===== src/rtl/seq_pkg.sv =====
// Shared definitions for the serial pattern generator and the detector benches.
// The optional inter-repetition gap is enabled by the SEQ_GAP_EN macro.
package seq_pkg;

  localparam int unsigned SEQ_PAT_W_DEF = 4;
  localparam int unsigned SEQ_CNT_W_DEF = 8;
  localparam int unsigned SEQ_GAP_W_DEF = 4;

  // Target sequence of the overlapping Mealy detector
  localparam logic [3:0] DEFAULT_PATTERN = 4'b1011;

  typedef enum logic [1:0] {
    IDLE  = 2'd0,
    SHIFT = 2'd1,
    GAP   = 2'd2,
    DONE  = 2'd3
  } seq_state_e;

  // Registered serial-side outputs
  typedef struct packed {
    logic dout;
    logic dout_vld;
    logic busy;
    logic done;
  } seq_out_t;

endpackage


===== src/rtl/seq_pattern_gen_if.sv =====
// Request/stream bundle between a pattern source controller and seq_pattern_gen.
// gap is only consumed when SEQ_GAP_EN is defined.
interface seq_pattern_gen_if #(
  parameter int unsigned PAT_W = 4,
  parameter int unsigned CNT_W = 8,
  parameter int unsigned GAP_W = 4
) ();

  logic             start;
  logic [PAT_W-1:0] pattern;
  logic [CNT_W-1:0] reps;
  logic [GAP_W-1:0] gap;
  logic             abort;

  logic             dout;
  logic             dout_vld;
  logic             busy;
  logic             done;

  modport master (
    output start, pattern, reps, gap, abort,
    input  dout, dout_vld, busy, done
  );

  modport slave (
    input  start, pattern, reps, gap, abort,
    output dout, dout_vld, busy, done
  );

endinterface


===== src/rtl/seq_pattern_gen_piso_shift.sv =====
// Parallel-in serial-out shift register: load wins over shift, MSB presented first.
module piso_shift #(
  parameter int unsigned W = 4
) (
  input  logic         clk,
  input  logic         rst,
  input  logic         load,
  input  logic         shift_en,
  input  logic [W-1:0] din,
  output logic         msb
);

  logic [W-1:0] sr_q;
  logic [W-1:0] sr_d;

  always_comb begin
    sr_d = sr_q;
    if (load) begin
      sr_d = din;
    end else if (shift_en) begin
      sr_d = {sr_q[W-2:0], 1'b0};
    end
  end

  always_ff @(posedge clk) begin
    if (rst) begin
      sr_q <= '0;
    end else begin
      sr_q <= sr_d;
    end
  end

  assign msb = sr_q[W-1];

endmodule


===== src/rtl/seq_pattern_gen.sv =====
// Serial pattern transmitter: sends a captured pattern MSB-first, reps times, then pulses done.
// Define SEQ_GAP_EN to insert gap zero-valued valid bits between repetitions.
module seq_pattern_gen
  import seq_pkg::*;
#(
  parameter int unsigned PAT_W = 4,
  parameter int unsigned CNT_W = 8,
  parameter int unsigned GAP_W = 4
) (
  input logic               clk,
  input logic               rst,
  seq_pattern_gen_if.slave  bus
);

  localparam int unsigned BIT_W = (PAT_W > 2) ? $clog2(PAT_W) : 1;
  localparam logic [BIT_W-1:0] BIT_LAST = BIT_W'(PAT_W - 1);

  seq_state_e       state_q, state_d;
  logic [BIT_W-1:0] bit_cnt_q, bit_cnt_d;
  logic [CNT_W-1:0] rep_cnt_q, rep_cnt_d;
  logic [PAT_W-1:0] pat_q, pat_d;
  seq_out_t         out_q, out_d;

  logic             load_c;
  logic             shift_c;
  logic [PAT_W-1:0] load_val_c;
  logic             sr_msb;

`ifdef SEQ_GAP_EN
  logic [GAP_W-1:0] gap_q, gap_d;
  logic [GAP_W-1:0] gap_cnt_q, gap_cnt_d;
`else
  logic             gap_unused;
  assign gap_unused = ^bus.gap;
`endif

  // Shift register holds the bits still to be sent after the one on dout
  piso_shift #(.W(PAT_W)) u_piso (
    .clk      (clk),
    .rst      (rst),
    .load     (load_c),
    .shift_en (shift_c),
    .din      ({load_val_c[PAT_W-2:0], 1'b0}),
    .msb      (sr_msb)
  );

  always_comb begin
    state_d    = state_q;
    bit_cnt_d  = bit_cnt_q;
    rep_cnt_d  = rep_cnt_q;
    pat_d      = pat_q;
    out_d      = '0;
    load_c     = 1'b0;
    shift_c    = 1'b0;
    load_val_c = pat_q;
`ifdef SEQ_GAP_EN
    gap_d      = gap_q;
    gap_cnt_d  = gap_cnt_q;
`endif

    unique case (state_q)
      IDLE: begin
        if (bus.start && !bus.abort) begin
          state_d    = SHIFT;
          pat_d      = bus.pattern;
          load_val_c = bus.pattern;
          load_c     = 1'b1;
          bit_cnt_d  = BIT_LAST;
          rep_cnt_d  = (bus.reps == '0) ? '0 : bus.reps - CNT_W'(1);
`ifdef SEQ_GAP_EN
          gap_d      = bus.gap;
`endif
          out_d      = '{dout: load_val_c[PAT_W-1], dout_vld: 1'b1, busy: 1'b1, done: 1'b0};
        end
      end

      SHIFT: begin
        if (bus.abort) begin
          state_d = IDLE;
        end else if (bit_cnt_q != '0) begin
          bit_cnt_d = bit_cnt_q - BIT_W'(1);
          shift_c   = 1'b1;
          out_d     = '{dout: sr_msb, dout_vld: 1'b1, busy: 1'b1, done: 1'b0};
        end else if (rep_cnt_q != '0) begin
          rep_cnt_d = rep_cnt_q - CNT_W'(1);
`ifdef SEQ_GAP_EN
          if (gap_q != '0) begin
            state_d   = GAP;
            gap_cnt_d = gap_q - GAP_W'(1);
            out_d     = '{dout: 1'b0, dout_vld: 1'b1, busy: 1'b1, done: 1'b0};
          end else begin
            load_c    = 1'b1;
            bit_cnt_d = BIT_LAST;
            out_d     = '{dout: load_val_c[PAT_W-1], dout_vld: 1'b1, busy: 1'b1, done: 1'b0};
          end
`else
          load_c    = 1'b1;
          bit_cnt_d = BIT_LAST;
          out_d     = '{dout: load_val_c[PAT_W-1], dout_vld: 1'b1, busy: 1'b1, done: 1'b0};
`endif
        end else begin
          state_d = DONE;
          out_d   = '{dout: 1'b0, dout_vld: 1'b0, busy: 1'b0, done: 1'b1};
        end
      end

`ifdef SEQ_GAP_EN
      GAP: begin
        if (bus.abort) begin
          state_d = IDLE;
        end else if (gap_cnt_q == '0) begin
          state_d   = SHIFT;
          load_c    = 1'b1;
          bit_cnt_d = BIT_LAST;
          out_d     = '{dout: load_val_c[PAT_W-1], dout_vld: 1'b1, busy: 1'b1, done: 1'b0};
        end else begin
          gap_cnt_d = gap_cnt_q - GAP_W'(1);
          out_d     = '{dout: 1'b0, dout_vld: 1'b1, busy: 1'b1, done: 1'b0};
        end
      end
`endif

      DONE: begin
        state_d = IDLE;
      end

      default: begin
        state_d = IDLE;
      end
    endcase
  end

  always_ff @(posedge clk) begin
    if (rst) begin
      state_q   <= IDLE;
      bit_cnt_q <= '0;
      rep_cnt_q <= '0;
      pat_q     <= '0;
      out_q     <= '0;
`ifdef SEQ_GAP_EN
      gap_q     <= '0;
      gap_cnt_q <= '0;
`endif
    end else begin
      state_q   <= state_d;
      bit_cnt_q <= bit_cnt_d;
      rep_cnt_q <= rep_cnt_d;
      pat_q     <= pat_d;
      out_q     <= out_d;
`ifdef SEQ_GAP_EN
      gap_q     <= gap_d;
      gap_cnt_q <= gap_cnt_d;
`endif
    end
  end

  assign bus.dout     = out_q.dout;
  assign bus.dout_vld = out_q.dout_vld;
  assign bus.busy     = out_q.busy;
  assign bus.done     = out_q.done;

endmodule


===== src/flat_wrapper.sv =====
// flat-port wrapper written by rule: the top's interface ports become plain ports
module seq_pattern_gen_flat import seq_pkg::*;
#(
  parameter int unsigned PAT_W = 4,
  parameter int unsigned CNT_W = 8,
  parameter int unsigned GAP_W = 4
)
  (clk, rst, bus_start, bus_pattern, bus_reps, bus_gap, bus_abort, bus_dout, bus_dout_vld, bus_busy, bus_done);
  seq_pattern_gen_if #(.PAT_W(PAT_W), .CNT_W(CNT_W), .GAP_W(GAP_W)) bus_i ();
  input logic clk;
  input logic rst;
  input wire logic [$bits(bus_i.start)-1:0] bus_start;
  input wire logic [$bits(bus_i.pattern)-1:0] bus_pattern;
  input wire logic [$bits(bus_i.reps)-1:0] bus_reps;
  input wire logic [$bits(bus_i.gap)-1:0] bus_gap;
  input wire logic [$bits(bus_i.abort)-1:0] bus_abort;
  output wire logic [$bits(bus_i.dout)-1:0] bus_dout;
  output wire logic [$bits(bus_i.dout_vld)-1:0] bus_dout_vld;
  output wire logic [$bits(bus_i.busy)-1:0] bus_busy;
  output wire logic [$bits(bus_i.done)-1:0] bus_done;
  assign bus_i.start = bus_start;
  assign bus_i.pattern = bus_pattern;
  assign bus_i.reps = bus_reps;
  assign bus_i.gap = bus_gap;
  assign bus_i.abort = bus_abort;
  assign bus_dout = bus_i.dout;
  assign bus_dout_vld = bus_i.dout_vld;
  assign bus_busy = bus_i.busy;
  assign bus_done = bus_i.done;
  seq_pattern_gen #(.PAT_W(PAT_W), .CNT_W(CNT_W), .GAP_W(GAP_W)) u_core (.clk(clk), .rst(rst), .bus(bus_i));
endmodule

===== config.mk =====
export PLATFORM = sky130hd
export DESIGN_NAME = seq_pattern_gen_flat
export DESIGN_NICKNAME = d
export VERILOG_FILES = /design/src/rtl/seq_pkg.sv /design/src/rtl/seq_pattern_gen_if.sv /design/src/rtl/seq_pattern_gen_piso_shift.sv /design/src/rtl/seq_pattern_gen.sv /design/src/flat_wrapper.sv
export SDC_FILE = /design/constraint.sdc
export NUM_CORES = 1
export LEC_CHECK = 0
export CORE_UTILIZATION = 56
export DETAILED_ROUTE_END_ITERATION = 10
export GPL_TIMING_DRIVEN = 1
export PLACE_DENSITY = 0.89
export SETUP_SLACK_MARGIN = 0.3
export SLEW_MARGIN = 40
export SYNTH_ARGS = -nofsm -noshare
export SYNTH_HDL_FRONTEND = slang
export SYNTH_HIERARCHICAL = 1
export SYNTH_SLANG_ARGS = --single-unit

===== constraint.sdc =====
create_clock -name clk -period 4.66 [get_ports clk]
set_input_delay 0.699 -clock clk [delete_from_list [all_inputs] [get_ports clk]]
set_output_delay 0.699 -clock clk [all_outputs]
set_load 0.02 [all_outputs]

==> key figures, run 1 <==
Clocking
  – CTS Sinks: 23
  – H-tree lvl count: 1
  – CTS Hold Bufs: 0
  – Clk_lat worst skew: approximately 320 ps
  – Clock Pin Slew Worst Setup and Hold Paths: ~130 ps
  – Root buf cell: clkbuf_4
  – CTS tree: yes
  – Post-CTS Resized: 0
  – Bufs on Longest Clock Path: 2
  – # Post-CTS Setup Buffers: 0
  – CTS Buf Count: 3

STA
  – Final hold vios: 0
  – Setup WS post-layout: approximately 2300 ps
  – Fmax: 429 MHz
  – Worst slew pin tran: approximately 720 ps
  – Crit share post-route: between 40% and 50%
  – Slew margin rel.: between 50% and 60%
  – Hold WS: roughly 480 ps
  – Final Critical Period: 2330 ps
  – Final setup vio count: 0
  – Final Max Slew Viols: 0
  – Layout Skew: roughly 11 ps
  – Total negative setup slack: 0 ps
  – Unrepaired setup endpoints after global routing: no

Synthesis
  – Gate Count Post-Synth: ~160
  – Main synth FF type: dfxtp_1
  – Syn Area/Cell: approximately 8.5 µm²
  – Mapped Area: around 1400 µm²
  – Post-synthesis cell type count: 46
  – Sequential share of the synthesized area: roughly 33%
  – Asr flop ratio synth: 0%
  – Synth warn: 6
  – Syn_nets: ~190
  – Post-synth EDFFs: 0
  – #FFs+latches synth: 23

Detailed routing
  – Final ANT Viol Nets: 0
  – Vias/cell: 6.40
  – DR pass1 iterations: 4
  – DR iter-0 viols: 43
  – Vias: ~1300
  – DRC Markers: 0
  – Final WL: between 3000 and 4000 µm
  – Wirelength per Cell: ~16 µm

Die
  – Die area: between 2000 and 3000 µm²
  – Starting Density: about three fifths
  – Core area: around 2300 µm²
  – Row cnt: 17
  – Die W: 51.8 µm
  – I/O pins: 24
  – Die height: slightly above 50 µm

Cells and area
  – Fraction of layout cells with a size suffix above 1: between 7 and 8%
  – FF+latch area: roughly 460 µm²
  – Ant diodes: 0
  – Area occupied by multi-input gates: roughly 860 µm²
  – Fill cells: approximately 170
  – Final non-filler cell total: approximately 200
  – Layout area overhead: 15.2%
  – Net count, final: 203

Placed design
  – Worst slack, placed: 2030 ps
  – RD Place Congestion: approximately 0.85
  – DP Cell Count: 201
  – DP Wirelength: roughly 2400 µm
  – Port Buffers: 19

Global route
  – GRT met3 Usage: roughly 7%
  – Remaining Overflow, GRT: 0
  – First-pass GRT wire length: 5280 µm
  – Met1 Use GR: ~33%
  – Met2 Use GR: about 45%
  – Initial antenna violation count: 0
  – Vias in the first global route: around 1200
  – Largest net degree at the start of global routing: 24
  – Gr busiest metal: met2
  – Total GRT Usage: 26.6%

Setup path
  – CP Capture Type: register
  – Critical Path RT: around 5000 ps
  – Crit path DAT: about 2600 ps
  – Worst-path fanout max: 7
  – Critical path class: in -> reg
  – Worst setup SP type: input pin

Worst hold path
  – Worst Hold Class: reg -> reg

Pwr
  – Pwr/cell area: 268 nW/µm²
  – Leakage: ~0.59 nW
  – Peak VDD IR: about 0.28 mV

Run
  – MaxCap Viol Count: 0

Status
  – Run status: finished, final reports clean
final cells by class:
| cell class | count | share of cell area, % |
|---|---|---|
| clock buffers | 4 | 1.64 |
| flip-flops and latches | 23 | 28.8 |
| repair buffers | 19 | 11.6 |
| well taps | 28 | 2.19 |
| multi-input cells | 121 | 53.5 |
| inverters | 10 | 2.35 |
through the flow:
stage	cell area [µm²]	power [W]	utilization [%]
detailed placement	1570	0.000338	69.2
floorplan	1390	0.000301	-
global route	1600	0.000450	70.3
finish	1600	0.000428	70.3
CTS	1600	0.000430	70.3
global placement	1570	0.000331	68.8
where the power goes:
group	leakage, nW	switching, W	internal (W)
combinational	0.389	0.0000612	0.0000517
sequential	0.189	0.0000133	0.000210
clock	0.0150	0.0000589	0.0000335
total	0.592	0.000133	0.000295
routing by layer:
| layer | share of wire (%) | vias up |
|---|---|---|
| met1 | 45 | 627 |
| met2 | 48 | 45 |
| met5 | 0 | - |
| met3 | 6.7 | 4 |
| met4 | 0.53 | 0 |
| li1 | - | 637 |
final timing paths:
kind,slack [ps],end,cells past startpoint,from
worst max-delay path,2330,u_core/rep_cnt_q[7],5,bus_abort
worst min-delay path,480,u_core/pat_q[0],2,u_core/pat_q[0]
worst max register to register,2430,u_core/u_piso/sr_q[0],7,u_core/rep_cnt_q[0]
worst min register to register,480,u_core/pat_q[0],2,u_core/pat_q[0]
cell usage in the layout (no fill, tap or decap), types with 4 or more instances in the layout:
cell type / count
clkdlybuf4s50_1: 18
nor2b_1: 5
nor3b_1: 5
xor2_1: 5
dfxtp_1: 23
o21ai_1: 4
ha_1: 5
nor3_1: 12
inv_1: 10
nor2_1: 4
nand2_1: 17
a311oi_1: 5
a21oi_1: 14
Yosys cell counts (all sizes together) (2+ instances only):
cell type,number,area (µm²)
clkbuf,3,11.3
a32o,2,20.0
a311oi,5,43.8
xor2,5,43.8
a211oi,3,22.5
dfxtp,23,460
nand2,17,63.8
or4,2,18.8
nor3,13,65.1
buf,6,37.5
ha,5,62.6
mux2i,3,30.0
o21ai,5,25.0
nor4,6,65.1
nor2b,5,31.3
o31ai,2,15.0
inv,10,37.5
a222oi,3,30.0
a21o,3,23.8
nand2b,2,12.5
nor2,4,15.0
a21oi,14,70.1
nor3b,5,37.5
nand3,3,15.0
flip-flops by register name (all words and copies together) (netlist names):
register and flops:
u_core/bus.dout 1, u_core/state_q 2, u_core/rep_cnt_q 8, u_core/pat_q 4, u_core/bit_cnt_q 2, u_core/bus.dout_vld 1
u_core/u_piso/sr_q 4, u_core/bus.done 1
critical path, cell delays in order:
cell and delay [ps]:
clkdlybuf4s50_1 530, nand4bb_1 320, a21oi_1 530, o21ai_0 180, a32o_1 290
logic make-up (layout without fill, tap and decap cells):
family,Yosys count,after routing,share of synthesized area [%]
and+or+nand+nor,62,62,27.3
AOI/OAI and AO/OA,45,45,23.2
DFF,23,23,33.2
buffers and inverters,19,33,6.22
adders and majority gates,5,5,4.50
xor gates and xnor gates,5,5,3.15
muxes,3,3,2.16
other,1,1,0.270
(Power assumes the default switching activity.)
==> run 2, diff against run 1 <==
--- a/config.mk
+++ b/config.mk
@@ -5,10 +5,10 @@
 export SDC_FILE = /design/constraint.sdc
 export NUM_CORES = 1
 export LEC_CHECK = 0
-export CORE_UTILIZATION = 56
+export CORE_UTILIZATION = 47
 export DETAILED_ROUTE_END_ITERATION = 10
 export GPL_TIMING_DRIVEN = 1
-export PLACE_DENSITY = 0.89
+export PLACE_DENSITY = 0.8
 export SETUP_SLACK_MARGIN = 0.3
 export SLEW_MARGIN = 40
 export SYNTH_ARGS = -nofsm -noshare
==> constraint.sdc (replaced) <==
create_clock -name clk -period 1.9 [get_ports clk]
set_input_delay 0.285 -clock clk [delete_from_list [all_inputs] [get_ports clk]]
set_output_delay 0.285 -clock clk [all_outputs]
set_load 0.02 [all_outputs]
==> run 2 against run 1 <==
Clock power grew to 2.5 times the previous value. Clock-buffer cell count stayed put. Largest power group unchanged. Highest routed layer unchanged. Sequential share of layout area is 6.1 points lower. Total power grew to 2.9 times the previous value. Final cell count is 21% higher. Wire length is 41% higher. Worst hold slack worse by 2.2 ps.
==> key figures, run 2 (synthesized netlist as in run 1, its figures left out) <==
Detailed routing
  – DR pass1 iterations: 4 (unchanged)
  – Vias/cell: 6.31 (was 6.40)
  – DR iter-0 viols: 88 (was 43)
  – Vias: 1571 (was 1313)
  – DRC Markers: 0 (unchanged)
  – Wirelength per Cell: 18.1 µm (was 15.5 µm)
  – Final WL: 4500 µm (was 3190 µm)
  – Final ANT Viol Nets: 0 (unchanged)

STA
  – Worst slew pin tran: 516 ps (was 716 ps)
  – Fmax: a little under 600 MHz
  – Crit share post-route: between 90% and 100%
  – Final setup vio count: 0 (unchanged)
  – Final Max Slew Viols: 0 (unchanged)
  – Slew margin rel.: 65.3% (was 52.1%)
  – Unrepaired setup endpoints after global routing: yes (was no)
  – Final Critical Period: roughly 1700 ps
  – Layout Skew: 19.7 ps (was 11.4 ps)
  – Final hold vios: 0 (unchanged)

Cells and area
  – Largest Register: u_core/rep_cnt_q (unchanged)
  – Fraction of layout cells with a size suffix above 1: 37.6% (was 7.34%)
  – Layout Utilization: 75.1% (was 70.3%)
  – Largest registers: u_core/rep_cnt_q (8), u_core/pat_q (4), u_core/u_piso/sr_q (4) (unchanged)
  – Layout area overhead: 50.4% (was 15.2%)
  – Most common cell after layout, fill and taps aside: buf_4 (was dfxtp_1)
  – Fill cells: 172 (was 173)
  – Area occupied by multi-input gates: 1010 µm² (was 856 µm²)
  – Ant diodes: 0 (unchanged)
  – Most frequent cells in the layout: buf_4, clkdlybuf4s50_1, nand2_1 (was dfxtp_1, clkdlybuf4s50_1, nand2_1)
  – FF+latch area: 473 µm² (was 460 µm²)
  – Net count, final: 244 (was 203)
  – Final non-filler cell total: 249 (was 205)
  – Max reg flops: 8 (unchanged)

Die
  – Starting Density: 49.9% (was 61.0%)
  – Core area: 2780 µm² (was 2280 µm²)
  – Die area: 3180 µm² (was 2680 µm²)
  – Die W: 56.4 µm (was 51.8 µm)
  – I/O pins: 24 (unchanged)
  – Die height: 56.4 µm (was 51.8 µm)
  – Row cnt: 19 (was 17)

Pwr
  – Sw power: 0.000403 W (was 0.000133 W)
  – Peak VDD IR: 0.696 mV (was 0.279 mV)
  – Clock group share of total power: 19.2% (was 21.6%)
  – Internal Power: 0.000819 W (was 0.000295 W)
  – Pwr/cell area: 585 nW/µm² (was 268 nW/µm²)
  – Sw Ratio: 33.0% (was 31.2%)
  – Leakage: 0.826 nW (was 0.592 nW)
  – Seq pwr share: 45.4% (was 52.1%)
  – Logic pwr share: 35.3% (was 26.4%)

Clocking
  – CTS Buf Count: 3 (unchanged)
  – CTS Sinks: 23 (unchanged)
  – CTS Hold Bufs: 0 (unchanged)
  – Root buf cell: clkbuf_4 (unchanged)
  – H-tree lvl count: 1 (unchanged)
  – Bufs on Longest Clock Path: 2 (unchanged)
  – Clk_lat worst skew: 330 ps (was 320 ps)
  – CTS tree: yes (unchanged)
  – Clock Pin Slew Worst Setup and Hold Paths: 140 ps (was 130 ps)

Worst hold path
  – Worst Hold Class: reg -> reg (unchanged)
  – Hold path startpoint: u_core/pat_q[0] (unchanged)

Setup path
  – Worst setup SP type: register (was input pin)
  – Worst-path fanout max: 5 (was 7)
  – RR Startpoint: u_core/bit_cnt_q[0] (was u_core/rep_cnt_q[0])
  – CP Capture Type: register (unchanged)
  – Critical Path RT: 2120 ps (was 4890 ps)
  – Crit path DAT: 1940 ps (was 2560 ps)
  – CP Launch Point: u_core/bit_cnt_q[0] (was bus_abort)
  – Critical path class: reg -> reg (was in -> reg)

Global route
  – Initial antenna violation count: 0 (unchanged)
  – First-pass GRT wire length: 6410 µm (was 5280 µm)
  – Remaining Overflow, GRT: 0 (unchanged)
  – Vias in the first global route: 1479 (was 1181)
  – Total GRT Usage: 25.9% (was 26.6%)
  – Largest net degree at the start of global routing: 20 (was 24)

Placed design
  – DP Cell Count: 228 (was 201)
  – Port Buffers: 19 (unchanged)
  – RD Place Congestion: 0.905 (was 0.849)
  – DP Wirelength: 2660 µm (was 2360 µm)

Status
  – Run status: finished, final reports clean (unchanged)

Run
  – MaxCap Viol Count: 0 (unchanged)
## run 2: through the flow
| step | instance area, µm² | setup WS (ps) | TNS, ps | total power (W) | hold WS (ps) |
|---|---|---|---|---|---|
| floorplan | 1410 | 303 | 0 | 0.000748 | 354 |
| global placement | 1770 | -36.9 | -97.6 | 0.000861 | 446 |
| detailed placement | 1770 | -79.9 | -252 | 0.000875 | 456 |
| CTS | 1900 | 220 | 0 | 0.00113 | 474 |
| global route | 2090 | 145 | 0 | 0.00128 | 482 |
| finish | 2090 | 183 | 0 | 0.00122 | 473 |
## run 2: metal layers
metal | share of wire (%) | global-route usage [%] | up-vias
met5 | 0 | 0 | -
met4 | 5.0 | 13.9 | 0
met3 | 7.6 | 7.14 | 26
met2 | 50 | 44.4 | 80
met1 | 38 | 29.0 | 738
li1 | - | - | 727
## run 2: critical path, stage by stage (launching register included)
cell       delay (ps)
dfxtp_2           350
inv_2              80
ha_4              180
nand4bb_4         150
a21o_4            250
buf_4             140
buf_4             130
a221oi_2          250
a311oi_1           80
## run 2: final timing paths
kind | slack [ps] | endpoint | depth (start not counted)
setup / recovery | 180 | u_core/rep_cnt_q[1] | 8
hold / removal | 470 | u_core/pat_q[0] | 2
setup reg to reg | 180 | u_core/rep_cnt_q[1] | 8
hold reg to reg | 470 | u_core/pat_q[0] | 2
## run 2: area by class of cell
| cell class | instances | area share [%] |
|---|---|---|
| repair buffers | 59 | 23.9 |
| inverters | 10 | 1.92 |
| well taps | 31 | 1.86 |
| clock buffers | 4 | 1.26 |
| multi-input cells | 122 | 48.4 |
| flip-flops and latches | 23 | 22.6 |
## run 2: power groups by stage
stage / clock network (W) / registers (W) / logic (W)
floorplan: 0 / 0.000546 / 0.000201
global placement: 0 / 0.000555 / 0.000305
detailed placement: 0 / 0.000558 / 0.000317
CTS: 0.000230 / 0.000549 / 0.000353
global route: 0.000262 / 0.000558 / 0.000458
finish: 0.000235 / 0.000555 / 0.000432
## run 2: what timing repair did
| action | 4_1_cts | 5_1_grt |
|---|---|---|
| pin swaps | 4 | 13 |
| buffers inserted | 6 | 10 |
| cloned | 1 | 0 |
| resized for setup | 12 | 28 |
| setup endpoints to repair | 11 | 16 |
==> run 3, diff against run 2 <==
--- a/config.mk
+++ b/config.mk
@@ -5,10 +5,10 @@
 export SDC_FILE = /design/constraint.sdc
 export NUM_CORES = 1
 export LEC_CHECK = 0
-export CORE_UTILIZATION = 47
+export CORE_UTILIZATION = 28
 export DETAILED_ROUTE_END_ITERATION = 10
 export GPL_TIMING_DRIVEN = 1
-export PLACE_DENSITY = 0.8
+export PLACE_DENSITY = 0.54
 export SETUP_SLACK_MARGIN = 0.3
 export SLEW_MARGIN = 40
 export SYNTH_ARGS = -nofsm -noshare
==> run 3 against run 2 <==
First-iteration DRC count up 3.4%. Sequential power fell by 0.7%. Setup slack better by 100 ps. Wire length is 15% lower. Critical path depth fell by 1. Combinational power fell by 6.9%. Register-to-register slack gained 100 ps. Clock-buffer cell count down 1. Non-clock buffer count fell by 4. Worst hold slack lost 21 ps. Clock power rose by 33%. Cell area is 0.96% higher.
==> key figures, run 3 (synthesized netlist as in run 1, its figures left out) <==
Clocking
  – Clk_lat worst skew: 270 ps (was 330 ps)
  – CTS tree: yes (unchanged)
  – Bufs on Longest Clock Path: 2 (unchanged)
  – H-tree lvl count: 1 (unchanged)
  – Root buf cell: clkbuf_8 (was clkbuf_4)
  – CTS Buf Count: 3 (unchanged)
  – Clock Pin Slew Worst Setup and Hold Paths: 90 ps (was 140 ps)
  – CTS Hold Bufs: 0 (unchanged)
  – CTS Sinks: 23 (unchanged)

Detailed routing
  – Wirelength per Cell: 13.6 µm (was 18.1 µm)
  – DRC Markers: 0 (unchanged)
  – Final ANT Viol Nets: 0 (unchanged)
  – Final WL: 3820 µm (was 4500 µm)
  – Vias/cell: 5.07 (was 6.31)
  – DR pass1 iterations: 4 (unchanged)
  – Vias: 1425 (was 1571)
  – DR iter-0 viols: 91 (was 88)

Global route
  – GRT met3 Usage: 3.47% (was 7.14%)
  – Vias in the first global route: 1326 (was 1479)
  – First-pass GRT wire length: 6270 µm (was 6410 µm)
  – Total GRT Usage: 15.4% (was 25.9%)
  – Initial antenna violation count: 0 (unchanged)
  – Met2 Use GR: 24.1% (was 44.4%)
  – Largest net degree at the start of global routing: 19 (was 20)
  – Gr busiest metal: met2 (unchanged)
  – Remaining Overflow, GRT: 0 (unchanged)
  – Met1 Use GR: 20.8% (was 29.0%)

Cells and area
  – Ant diodes: 0 (unchanged)
  – Most frequent cells in the layout: buf_4, dfxtp_1, nand2_1 (was buf_4, clkdlybuf4s50_1, nand2_1)
  – Net count, final: 240 (was 244)
  – Layout area overhead: 51.8% (was 50.4%)
  – Final non-filler cell total: 281 (was 249)
  – Fraction of layout cells with a size suffix above 1: 36.0% (was 37.6%)
  – Most common cell after layout, fill and taps aside: buf_4 (unchanged)
  – Largest Register: u_core/rep_cnt_q (unchanged)
  – Largest registers: u_core/rep_cnt_q (8), u_core/pat_q (4), u_core/u_piso/sr_q (4) (unchanged)
  – Max reg flops: 8 (unchanged)

Die
  – Die W: 72.4 µm (was 56.4 µm)
  – Die height: 72.4 µm (was 56.4 µm)
  – Row cnt: 25 (was 19)
  – I/O pins: 24 (unchanged)
  – Die area: 5250 µm² (was 3180 µm²)
  – Core area: 4750 µm² (was 2780 µm²)
  – Starting Density: 29.2% (was 49.9%)

Placed design
  – DP Wirelength: 2490 µm (was 2660 µm)
  – DP Cell Count: 264 (was 228)
  – RD Place Congestion: 0.812 (was 0.905)
  – Port Buffers: 19 (unchanged)
  – Worst slack, placed: -94.2 ps (was -79.9 ps)

STA
  – Final hold vios: 0 (unchanged)
  – Final Critical Period: 1620 ps (was 1720 ps)
  – Crit share post-route: 85.1% (was 90.4%)
  – Layout Skew: 2.62 ps (was 19.7 ps)
  – Hold WS: 452 ps (was 473 ps)
  – Fmax: 618 MHz (was 582 MHz)
  – Setup WS post-layout: 283 ps (was 183 ps)
  – Final setup vio count: 0 (unchanged)
  – Final Max Slew Viols: 0 (unchanged)
  – Unrepaired setup endpoints after global routing: yes (unchanged)

Setup path
  – Register-to-register path setup slack: 280 ps (was 180 ps)
  – R2R depth: 7 (was 8)
  – Critical Path RT: 2110 ps (was 2120 ps)
  – Worst-path fanout max: 6 (was 5)
  – RR Startpoint: u_core/rep_cnt_q[1] (was u_core/bit_cnt_q[0])
  – Critical path class: reg -> reg (unchanged)
  – Worst setup SP type: register (unchanged)
  – Critical R2R Capture: u_core/u_piso/sr_q[0] (was u_core/rep_cnt_q[1])
  – Crit path DAT: 1820 ps (was 1940 ps)
  – CP Capture Type: register (unchanged)

Pwr
  – Pwr/cell area: 600 nW/µm² (was 585 nW/µm²)
  – Leakage: 0.820 nW (was 0.826 nW)
  – Peak VDD IR: 0.342 mV (was 0.696 mV)

Worst hold path
  – Worst hold path depth: 2 (unchanged)
  – Worst Hold Class: in -> reg (was reg -> reg)
  – Hold endpoint: u_core/state_q[0] (was u_core/pat_q[0])
  – Hold path startpoint: bus_abort (was u_core/pat_q[0])

Run
  – MaxCap Viol Count: 0 (unchanged)

Status
  – Run status: finished, final reports clean (unchanged)
run 3: how the worst max path moves through the flow:
stage	startpoint	slack (ps)	cells after the start	endpoint
2_1_floorplan	u_core/rep_cnt_q[1]	300	7	u_core/u_piso/sr_q[0]
3_3_place_gp	bus_abort	-70	4	u_core/rep_cnt_q[4]
3_5_place_dp	bus_reps[0]	-90	7	u_core/rep_cnt_q[1]
4_1_cts	u_core/rep_cnt_q[0]	280	6	u_core/rep_cnt_q[6]
5_1_grt	u_core/rep_cnt_q[0]	200	7	u_core/rep_cnt_q[0]
6_report	u_core/rep_cnt_q[1]	280	7	u_core/u_piso/sr_q[0]
run 3: timing repair:
item,CTS,global route
buffers inserted,9,3
setup endpoints to repair,14,14
cloned,1,0
pin swaps,10,9
gates resized for setup,23,16
run 3: where the power goes:
| group | leakage (nW) | total [W] | switching (W) | internal (W) |
|---|---|---|---|---|
| Combinational | 0.603 | 0.000402 | 0.000191 | 0.000211 |
| Clock | 0.0255 | 0.000312 | 0.000165 | 0.000147 |
| Sequential | 0.191 | 0.000551 | 0.0000370 | 0.000514 |
| Total | 0.820 | 0.00126 | 0.000393 | 0.000872 |
run 3: final cells by class:
class | instances | area, µm²
clock buffers | 3 | 41.3
clock inverters | 1 | 5.00
multi-input cells | 122 | 1010
flip-flops and latches | 23 | 470
fillers | 494 | 2650
well taps | 67 | 83.8
inverters | 10 | 40.0
repair buffers | 55 | 455
run 3: layer usage:
layer  part of all wire [%]  vias to the layer above  routed length [µm]
met2                     46                       30                1770
met3                    4.4                        6                 167
met5                      0                        -                   0
met1                     48                      669                1820
met4                    1.6                        0                  60
li1                       -                      720                   -
run 3: per-stage QoR:
stage	cell area [µm²]	setup TNS (ps)	utilization, %	total power (W)
finish	2110	0	44.3	0.00126
CTS	2040	0	42.8	0.00125
global placement	1810	-279	38.1	0.000873
global route	2110	0	44.3	0.00134
floorplan	1410	0	-	0.000748
detailed placement	1810	-367	38.1	0.000873
run 3: critical path, cell delays in order (launching register included):
cell,delay (ps)
dfxtp_2,340
inv_2,80
ha_4,120
nor3b_4,260
a21o_4,210
nand2_4,70
or3b_1,370
a21oi_2,110
